[src/rtl/fft_frame_scheduler.sv]
// Two-channel AXI-Stream frame scheduler sharing one 8-point DFT engine, with
// packet-locked round-robin issue and a tag FIFO steering results back. Optional counters: FFT_SCHED_STATS_EN.
module fft_frame_scheduler #(
  parameter int DATA_W    = 64,
  parameter int RES_W     = 512,
  parameter int TAG_DEPTH = 8
) (
  input  logic              s_axis_aclk,
  input  logic              s_axis_aresetn,
  input  logic              s0_axis_tvalid,
  output logic              s0_axis_tready,
  input  logic [DATA_W-1:0] s0_axis_tdata,
  input  logic              s0_axis_tlast,
  input  logic              s1_axis_tvalid,
  output logic              s1_axis_tready,
  input  logic [DATA_W-1:0] s1_axis_tdata,
  input  logic              s1_axis_tlast,
  output logic              eng_s_tvalid,
  input  logic              eng_s_tready,
  output logic [DATA_W-1:0] eng_s_tdata,
  input  logic              eng_m_tvalid,
  output logic              eng_m_tready,
  input  logic [RES_W-1:0]  eng_m_tdata,
  output logic              m0_axis_tvalid,
  input  logic              m0_axis_tready,
  output logic [RES_W-1:0]  m0_axis_tdata,
  output logic              m1_axis_tvalid,
  input  logic              m1_axis_tready,
  output logic [RES_W-1:0]  m1_axis_tdata,
  output logic              tag_err
`ifdef FFT_SCHED_STATS_EN
  ,
  output logic [15:0]       frames0_cnt,
  output logic [15:0]       frames1_cnt
`endif
);
  localparam int PW = $clog2(TAG_DEPTH);
  localparam logic [PW:0] FULL_CNT = (PW+1)'(TAG_DEPTH);

  typedef enum logic [1:0] {IDLE, GRANT0, GRANT1} state_t;

  state_t               state_q, state_d;
  logic                 rr_prio_q, rr_prio_d;
  logic [TAG_DEPTH-1:0] tag_mem_q;
  logic [PW-1:0]        wr_ptr_q, rd_ptr_q;
  logic [PW:0]          cnt_q;
  logic                 tag_err_q;

  logic tag_full, tag_empty, head, gnt0, gnt1, push, pop, last_g;

  assign tag_full  = (cnt_q == FULL_CNT);
  assign tag_empty = (cnt_q == '0);
  assign head      = tag_mem_q[rd_ptr_q];
  assign gnt0      = (state_q == GRANT0);
  assign gnt1      = (state_q == GRANT1);
  assign last_g    = gnt1 ? s1_axis_tlast : s0_axis_tlast;

  // Outputs are gated by reset so nothing handshakes while reset is held.
  assign eng_s_tvalid   = s_axis_aresetn & ~tag_full &
                          ((gnt0 & s0_axis_tvalid) | (gnt1 & s1_axis_tvalid));
  assign eng_s_tdata    = gnt1 ? s1_axis_tdata : s0_axis_tdata;
  assign s0_axis_tready = s_axis_aresetn & gnt0 & eng_s_tready & ~tag_full;
  assign s1_axis_tready = s_axis_aresetn & gnt1 & eng_s_tready & ~tag_full;
  assign push           = eng_s_tvalid & eng_s_tready;

  // Results leave strictly in issue order, so the head's channel gates both.
  assign m0_axis_tvalid = s_axis_aresetn & eng_m_tvalid & ~tag_empty & ~head;
  assign m1_axis_tvalid = s_axis_aresetn & eng_m_tvalid & ~tag_empty & head;
  assign m0_axis_tdata  = eng_m_tdata;
  assign m1_axis_tdata  = eng_m_tdata;
  assign eng_m_tready   = s_axis_aresetn & ~tag_empty &
                          (head ? m1_axis_tready : m0_axis_tready);
  assign pop            = eng_m_tvalid & eng_m_tready;
  assign tag_err        = tag_err_q;

  always_comb begin
    state_d   = state_q;
    rr_prio_d = rr_prio_q;
    case (state_q)
      IDLE: begin
        if (s0_axis_tvalid && s1_axis_tvalid) state_d = rr_prio_q ? GRANT1 : GRANT0;
        else if (s0_axis_tvalid)              state_d = GRANT0;
        else if (s1_axis_tvalid)              state_d = GRANT1;
      end
      GRANT0, GRANT1: begin
        if (push && last_g) begin
          state_d   = IDLE;
          rr_prio_d = gnt0;
        end
      end
      default: state_d = IDLE;
    endcase
  end

  always_ff @(posedge s_axis_aclk) begin
    if (!s_axis_aresetn) begin
      state_q   <= IDLE;
      rr_prio_q <= 1'b0;
      wr_ptr_q  <= '0;
      rd_ptr_q  <= '0;
      cnt_q     <= '0;
      tag_err_q <= 1'b0;
    end else begin
      state_q   <= state_d;
      rr_prio_q <= rr_prio_d;
      if (push) wr_ptr_q <= wr_ptr_q + PW'(1);
      if (pop)  rd_ptr_q <= rd_ptr_q + PW'(1);
      if (push && !pop)      cnt_q <= cnt_q + (PW+1)'(1);
      else if (pop && !push) cnt_q <= cnt_q - (PW+1)'(1);
      if (eng_m_tvalid && tag_empty) tag_err_q <= 1'b1;
    end
  end

  // Tag storage needs no reset: only entries between the pointers are read.
  always_ff @(posedge s_axis_aclk) begin
    if (push) tag_mem_q[wr_ptr_q] <= gnt1;
  end

`ifdef FFT_SCHED_STATS_EN
  logic [15:0] frames0_q, frames1_q;
  always_ff @(posedge s_axis_aclk) begin
    if (!s_axis_aresetn) begin
      frames0_q <= '0;
      frames1_q <= '0;
    end else begin
      if (m0_axis_tvalid && m0_axis_tready) frames0_q <= frames0_q + 16'd1;
      if (m1_axis_tvalid && m1_axis_tready) frames1_q <= frames1_q + 16'd1;
    end
  end
  assign frames0_cnt = frames0_q;
  assign frames1_cnt = frames1_q;
`endif

endmodule

[config.mk]
export PLATFORM = sky130hd
export DESIGN_NAME = fft_frame_scheduler
export DESIGN_NICKNAME = d
export VERILOG_FILES = /design/src/rtl/fft_frame_scheduler.sv
export SDC_FILE = /design/constraint.sdc
export NUM_CORES = 1
export LEC_CHECK = 0
export ABC_AREA = 1
export CORE_AREA = 2 2 679 681
export CTS_BUF_LIST = sky130_fd_sc_hd__clkbuf_2 sky130_fd_sc_hd__clkbuf_4 sky130_fd_sc_hd__clkbuf_8
export DETAILED_ROUTE_END_ITERATION = 8
export DIE_AREA = 0 0 681 683
export GPL_TIMING_DRIVEN = 1
export PLACE_DENSITY_LB_ADDON = 0.3
export SLEW_MARGIN = 20
export SYNTH_ARGS = -nofsm -noshare
export SYNTH_HDL_FRONTEND = slang
export SYNTH_SLANG_ARGS = --single-unit
[constraint.sdc]
create_clock -name s_axis_aclk -period 2.5 [get_ports s_axis_aclk]
set_clock_uncertainty 0.15 [all_clocks]
set_input_delay 0.75 -clock s_axis_aclk [delete_from_list [all_inputs] [get_ports s_axis_aclk]]
set_output_delay 0.75 -clock s_axis_aclk [all_outputs]
set_load 0.02 [all_outputs]
### Word-level counts from Yosys, hierarchy flattened

Index checks and enable logic that the tools add are counted.

| storage, ports and cells | value |
|---|---|
| flip-flop bits (word level) | 22 |
| bits of input ports | 650 |
| output and inout port bits | 1095 |

| operators by class | value |
|---|---|
| add/subtract/negate cells | 4 |
| magnitude comparators | 3 |
| equality and inequality tests | 5 |
| multiplexer cells | 16 |
| bitwise logic cells | 22 |
| reduce and logical (&&, ||, !) cells | 14 |

Operators with widths:

| kind | count |
|---|---|
| 2-to-1 mux 64 bit | 1 |
| bitwise AND 1 bit | 18 |
| 2-to-1 mux 2 bit | 5 |
| bitwise mux 8 bit | 1 |
| less-than comparator 3 x 4 -> 1 bit (second input constant) | 2 |
| 2-to-1 mux 4 bit | 2 |
| adder 3 x 1 -> 3 bit (second input constant) | 2 |
| logical AND 1 bit | 6 |
| adder 4 x 1 -> 4 bit (second input constant) | 1 |
| equality test 4 bit (second input constant) | 1 |
| zero test 4 bit | 1 |
| 2-to-1 mux 1 bit | 4 |
| != test 4 bit (second input constant) | 1 |
| case mux 2 bit (2 select lines) | 1 |
| AND reduction 2 bit | 2 |
| subtractor 4 x 1 -> 4 bit (second input constant) | 1 |
| binary-select mux 1 bit (select 3 bit) | 1 |
| demux 1 bit (select 3 bit) | 1 |
| greater-or-equal comparator 3 x 1 -> 1 bit (second input constant) | 1 |
| NOT 1 bit | 3 |
| equality test 2 x 1 -> 1 bit (second input constant) | 1 |
| equality test 2 bit (second input constant) | 1 |
| zero test 1 bit | 2 |
| zero test 2 bit | 1 |
| other kinds (4) | 4 |

### Longest topological paths before layout

| depth | value |
|---|---|
| depth in word-level cells | 9 |
| mapped depth | 18 |
| mapped depth without buffers | 18 |

### Least setup slack after synthesis

No wires, ideal clock.

| timing path | value |
|---|---|
| path kind | input port to flip-flop |
| from | input s1_axis_tvalid |
| to | register cnt_q[3] |
| library setup time | 0.113 ns |
| data arrival time | 2.266 ns |
| data required time | 2.237 ns |
| path slack | -0.029 ns |
| stages on the path | 14 |
| path through | inv_1 o21ai_2 nand4_4 inv_2 ha_1 inv_1 ha_1 nand2_1 nand2_1 a21oi_1 o21ai_0 a21o_1 nor2_1 nor2_1 |

| between the ends | value |
|---|---|
| word-level cells in the longest chain between the ends | 7 |
| elaborated cells on any way between the ends | 9 |
| classes of those cells | mux (1); bitwise (4); reduce/logical (4) |

RTL lines:

| what | line | source |
|---|---|---|
| start: declaration | 14 | `input logic s1_axis_tvalid,` |
| bitwise AND 1 bit * | 60 | `((gnt0 & s0_axis_tvalid) \| (gnt1 & s1_axis_tvalid));` |
| OR 1 bit * | 60 |  |
| bitwise AND 1 bit * | 59 | `assign eng_s_tvalid = s_axis_aresetn & ~tag_full &` |
| bitwise AND 1 bit * | 64 | `assign push = eng_s_tvalid & eng_s_tready;` |
| net push | 49 | `logic tag_full, tag_empty, head, gnt0, gnt1, push, pop, last_g;` |
| zero test 1 bit | 109 | `else if (pop && !push) cnt_q <= cnt_q - (PW+1)'(1);` |
| logical AND 1 bit | 109 |  |
| nonzero test 2 bit (no source line) | n/a |  |
| end signal: assignment | 108 | `if (push && !pop) cnt_q <= cnt_q + (PW+1)'(1);` |
| end signal: assignment | 109 |  |
| end: declaration | 46 | `logic [PW:0] cnt_q;` |

The timed path passes the listed nets; every way through them passes the cells marked *.
A chain may end at the register's enable or synchronous reset.

### Worst setup path after layout

| timing path | value |
|---|---|
| from | register state_q[0] |
| to | output eng_s_tdata[53] |

| between the ends | value |
|---|---|
| word-level cells in the longest chain between the ends | 2 |

RTL lines:

| what | line | source |
|---|---|---|
| start: declaration | 42 | `state_t state_q, state_d;` |
| start signal: assignment | 104 | `state_q <= state_d;` |
| equality test 2 bit | 55 | `assign gnt1 = (state_q == GRANT1);` |
| net gnt1 | 49 |  |
| 2-to-1 mux 64 bit | 61 | `assign eng_s_tdata = gnt1 ? s1_axis_tdata : s0_axis_tdata;` |
| end: declaration | 20 | `output logic [DATA_W-1:0] eng_s_tdata,` |

The timed path passes the listed nets, and every way through them passes these cells.

==> impl_metrics.json <==
{
  "fp.coreArea_mm2": 0.458,
  "synth.yosys.seq_area_share_pct": 5.34,
  "globalRouteTotalUtil_pct": 13.2,
  "p_total_w": 0.00719,
  "max_slew.worst_pin.slew_ns": 0.291,
  "setup.worst_path.start_class": "register",
  "syn-num-nets": 2060,
  "finalSetupViolations": 70,
  "violations_in_the_final_reports": "setup timing",
  "design.portCount": 1745,
  "setup.worst_path.end_class": "primary output",
  "startpoint_of_the_lowest_slack_hold_path": "tag_err",
  "count_of_different_cell_masters_after_synthesis": 24,
  "die-area_mm2": 0.465,
  "timing.final.hold_violations": 0,
  "status": "complete, but fails checks",
  "hold_depth": 2,
  "worstReg2RegStart": "state_q[0]",
  "timing.hold.worst_endpoint": "tag_err",
  "initial_core_util_pct": 2.13,
  "cts_buffers": 3,
  "max_clock_freq_mhz": 358,
  "port_buffers": 208,
  "power.combinational.fraction_pct": 88.8,
  "post_route_cells_drive_above_1_share_pct": 52.4,
  "dr.first_iter.drc_count": 530,
  "worst-path-max-fanout": 6,
  "vias_per_cell": 0.973,
  "drt-wirelength-per-cell_um": 46.9,
  "crit_family": "buffers and inverters",
  "number_of_global_route_vias_before_repair": 6076,
  "clock_power_share_pct": 4.9,
  "cts-root-to-sink-buffers": 2,
  "period_minus_slack_ns": 2.80,
  "slowest_stage": "sky130_fd_sc_hd__dfxtp_2",
  "worst_ir_drop_vdd_mv": 0.483,
  "cellInternalPower_w": 0.00339,
  "sequentialPowerShare_pct": 6.3,
  "r2r_setup_slack_ns": -0.15,
  "grt_setup_unrepaired": "true",
  "globalplace.congestion": 0.731,
  "wire_length_of_the_first_global_routing_pass_mm": 336,
  "vias": 6668,
  "drv.max_cap_violation_count": 0,
  "grt_start_max_net_pins": 17,
  "dp_hpwl_mm": 309,
  "cts_hold_buffers": 0,
  "latest_clock_arrival_within_the_worst_skew_pair_ns": 0.28,
  "finalWorstSetupSlack_ns": -0.295,
  "p_leak_nw": 3.28,
  "chipWidth_um": 681,
  "setup_tns_ns": -13.57,
  "areaGrowthSynthToFinish_pct": 51.8,
  "layout_net_count": 1338,
  "layout_worst_path_cycle_share_pct": 112,
  "number_of_instances_in_the_placed_design": 6784,
  "htree_levels": 1,
  "synthesis.instances": 1401,
  "synthesis.yosys.warnings": 0,
  "route.antenna.remaining_nets": 0,
  "r2r-end": "cnt_q[3]",
  "die_h_um": 683,
  "timing_worst_setup_path_type": "register to primary output",
  "relSlewSlack_pct": 80.0,
  "synth_area_mm2": 0.00974,
  "critical-path-max-stage-delay_ns": 0.33,
  "crit_chain": "inv_2, ha_4, buf_12, clkinv_16, buf_16, buf_12, buf_8, buf_6, nand2_4, nand2_2, buf_6",
  "cts_tree": "built",
  "timing.critical_path.arrival_ns": 1.90,
  "grt-ovfl-total": 0,
  "switching_share_pct": 52.8,
  "finalNonFillerCells": 6856,
  "antenna_found_initial": 67,
  "numClockSinks": 22,
  "avgSynthCellArea_um2": 6.95,
  "n_fill_cell": 54597,
  "power.net_switching_w": 0.00380,
  "postSynthRegisterBits": 22,
  "report.final.slew_viol_count": 0,
  "worst-r2r-cell-count": 20,
  "row_count": 249,
  "routed_wl_mm": 322,
  "clkSlewWorstSetupHoldPaths_ns": 0.10,
  "power-per-cell-area_mw_per_mm2": 486,
  "drc": 0,
  "worstHoldPathType": "register to register",
  "detail_route.first_pass.iterations": 4,
  "clock-root-buffer": "sky130_fd_sc_hd__clkbuf_8",
  "worst-endpoint-required_ns": 1.60,
  "crit_buf_inv": 8
}
## layout make-up
type	instances	area, µm²	area share, %
diodes	29	72.6	0.491
flip-flops and latches	22	529	3.58
inverters	33	158	1.07
clock inverters	1	30.0	0.203
multi-input cells	307	2300	15.6
repair buffers	312	3960	26.8
well taps	6149	7690	52.0
clock buffers	3	41.3	0.279
## power by group through the flow
stage,clock network [W],registers (W),logic [W]
4_1_cts,0.000358,0.000450,0.00637
3_5_place_dp,0,0.000452,0.00491
2_1_floorplan,0,0.000458,0.00353
3_3_place_gp,0,0.000451,0.00493
5_1_grt,0.000374,0.000454,0.00671
6_report,0.000355,0.000450,0.00638
## flip-flops by register name (all words and copies together) (netlist names)
register,flops
rd_ptr_q,3
cnt_q,4
tag_err,1
tag_mem_q,8
wr_ptr_q,3
state_q,2
rr_prio_q,1
## metrics by stage
step	hold WS [ns]	setup WS [ns]	instance area [µm²]	utilization, %
after floorplan	0.289	0.0280	9770	-
after global placement	0.295	-1.01	13000	2.83
after detailed placement	0.306	-1.01	13000	2.83
after CTS	0.320	-0.374	14300	3.11
after global routing	0.365	-0.353	14700	3.21
final	0.320	-0.295	14800	3.23
## cells in the final DEF (no fill, tap or decap), types with 2 or more instances in the layout
| cell | instances |
|---|---|
| sky130_fd_sc_hd__clkdlybuf4s15_2 | 2 |
| sky130_fd_sc_hd__nand2_4 | 72 |
| sky130_fd_sc_hd__ha_4 | 4 |
| sky130_fd_sc_hd__nand2_1 | 87 |
| sky130_fd_sc_hd__inv_4 | 3 |
| sky130_fd_sc_hd__o21ai_0 | 4 |
| sky130_fd_sc_hd__xor2_1 | 2 |
| sky130_fd_sc_hd__buf_8 | 5 |
| sky130_fd_sc_hd__a21oi_1 | 13 |
| sky130_fd_sc_hd__dfxtp_1 | 9 |
| sky130_fd_sc_hd__inv_1 | 28 |
| sky130_fd_sc_hd__dlygate4sd2_1 | 4 |
| sky130_fd_sc_hd__ha_1 | 4 |
| sky130_fd_sc_hd__nand3_1 | 10 |
| sky130_fd_sc_hd__dfxtp_2 | 4 |
| sky130_fd_sc_hd__edfxtp_1 | 8 |
| sky130_fd_sc_hd__buf_6 | 37 |
| sky130_fd_sc_hd__nor2_1 | 18 |
| sky130_fd_sc_hd__buf_4 | 50 |
| sky130_fd_sc_hd__diode_2 | 29 |
| sky130_fd_sc_hd__clkdlybuf4s50_1 | 130 |
| sky130_fd_sc_hd__nand3_4 | 3 |
| sky130_fd_sc_hd__nor2_4 | 3 |
| sky130_fd_sc_hd__clkbuf_8 | 3 |
| sky130_fd_sc_hd__buf_2 | 3 |
| sky130_fd_sc_hd__nand3_2 | 5 |
| sky130_fd_sc_hd__buf_16 | 12 |
| sky130_fd_sc_hd__nand2_2 | 63 |
| sky130_fd_sc_hd__nand2_8 | 6 |
| sky130_fd_sc_hd__o21ai_1 | 2 |
| sky130_fd_sc_hd__buf_12 | 68 |
## worst max path at each step
stage | start | endpoint | slack (ns) | cells past startpoint
2_1_floorplan | s1_axis_tvalid | cnt_q[3] | 0.03 | 14
3_5_place_dp | s0_axis_tvalid | eng_s_tvalid | -1.01 | 6
5_1_grt | state_q[0] | cnt_q[3] | -0.35 | 20
3_3_place_gp | s0_axis_tvalid | eng_s_tvalid | -1.01 | 6
4_1_cts | state_q[0] | eng_s_tdata[23] | -0.37 | 10
6_report | state_q[0] | eng_s_tdata[53] | -0.30 | 11
## tightest hold or removal path, cell delays in order (launching register included)
cell and delay (ns):
sky130_fd_sc_hd__dfxtp_1 0.33, sky130_fd_sc_hd__inv_1 0.05, sky130_fd_sc_hd__a21oi_1 0.05
## layer usage
layer	part of all wire (%)	vias up	track usage, %
li1	-	1797	-
met1	13	2300	4.66
met2	43	2198	20.3
met3	39	319	25.1
met4	4.3	54	4.33
met5	0.41	-	1.88
## synth_stat cells
| master | count | area share [%] |
|---|---|---|
| sky130_fd_sc_hd__buf_4 | 1024 | 79 |
| sky130_fd_sc_hd__nand2_1 | 228 | 8.8 |
| sky130_fd_sc_hd__inv_1 | 30 | 1.2 |
| sky130_fd_sc_hd__nor2_1 | 21 | 0.81 |
| sky130_fd_sc_hd__nand3_1 | 17 | 0.87 |
| sky130_fd_sc_hd__a21oi_1 | 15 | 0.77 |
| sky130_fd_sc_hd__dfxtp_1 | 14 | 2.9 |
| sky130_fd_sc_hd__edfxtp_1 | 8 | 2.5 |
| sky130_fd_sc_hd__ha_1 | 8 | 1.0 |
| sky130_fd_sc_hd__buf_1 | 7 | 0.27 |
| sky130_fd_sc_hd__clkbuf_1 | 6 | 0.23 |
| sky130_fd_sc_hd__o21ai_0 | 6 | 0.31 |
| sky130_fd_sc_hd__inv_2 | 3 | 0.12 |
| sky130_fd_sc_hd__buf_2 | 2 | 0.10 |
| sky130_fd_sc_hd__o21ai_2 | 2 | 0.18 |
| sky130_fd_sc_hd__xor2_1 | 2 | 0.18 |
| sky130_fd_sc_hd__a21o_1 | 1 | 0.077 |
| sky130_fd_sc_hd__and3_1 | 1 | 0.064 |
| sky130_fd_sc_hd__fa_1 | 1 | 0.21 |
| sky130_fd_sc_hd__mux2i_1 | 1 | 0.10 |
| sky130_fd_sc_hd__nand3_2 | 1 | 0.10 |
| sky130_fd_sc_hd__nand3b_1 | 1 | 0.077 |
| sky130_fd_sc_hd__nand4_1 | 1 | 0.064 |
| sky130_fd_sc_hd__nand4_4 | 1 | 0.22 |
## kinds of logic after synthesis
group	Yosys count	synth area share [%]
flip-flops	22	5.34
AO/OA/AOI/OAI	24	1.34
adder cells (fa/ha/maj)	9	1.23
buffers and inverters	1072	80.8
XOR/XNOR	2	0.180
AND/OR/NAND/NOR	271	11.0
multiplexers	1	0.103
## what timing repair did
| item | in CTS | in global routing |
|---|---|---|
| setup endpoints to repair | 73 | 73 |
| endpoints found under the hold margin | 0 | 0 |
| buffers inserted | 32 | 12 |
| cloned | 6 | 1 |
| gates resized for setup | 359 | 126 |
| pin swaps | 23 | 34 |
Note: power is estimated with default switching activity, not from simulation.
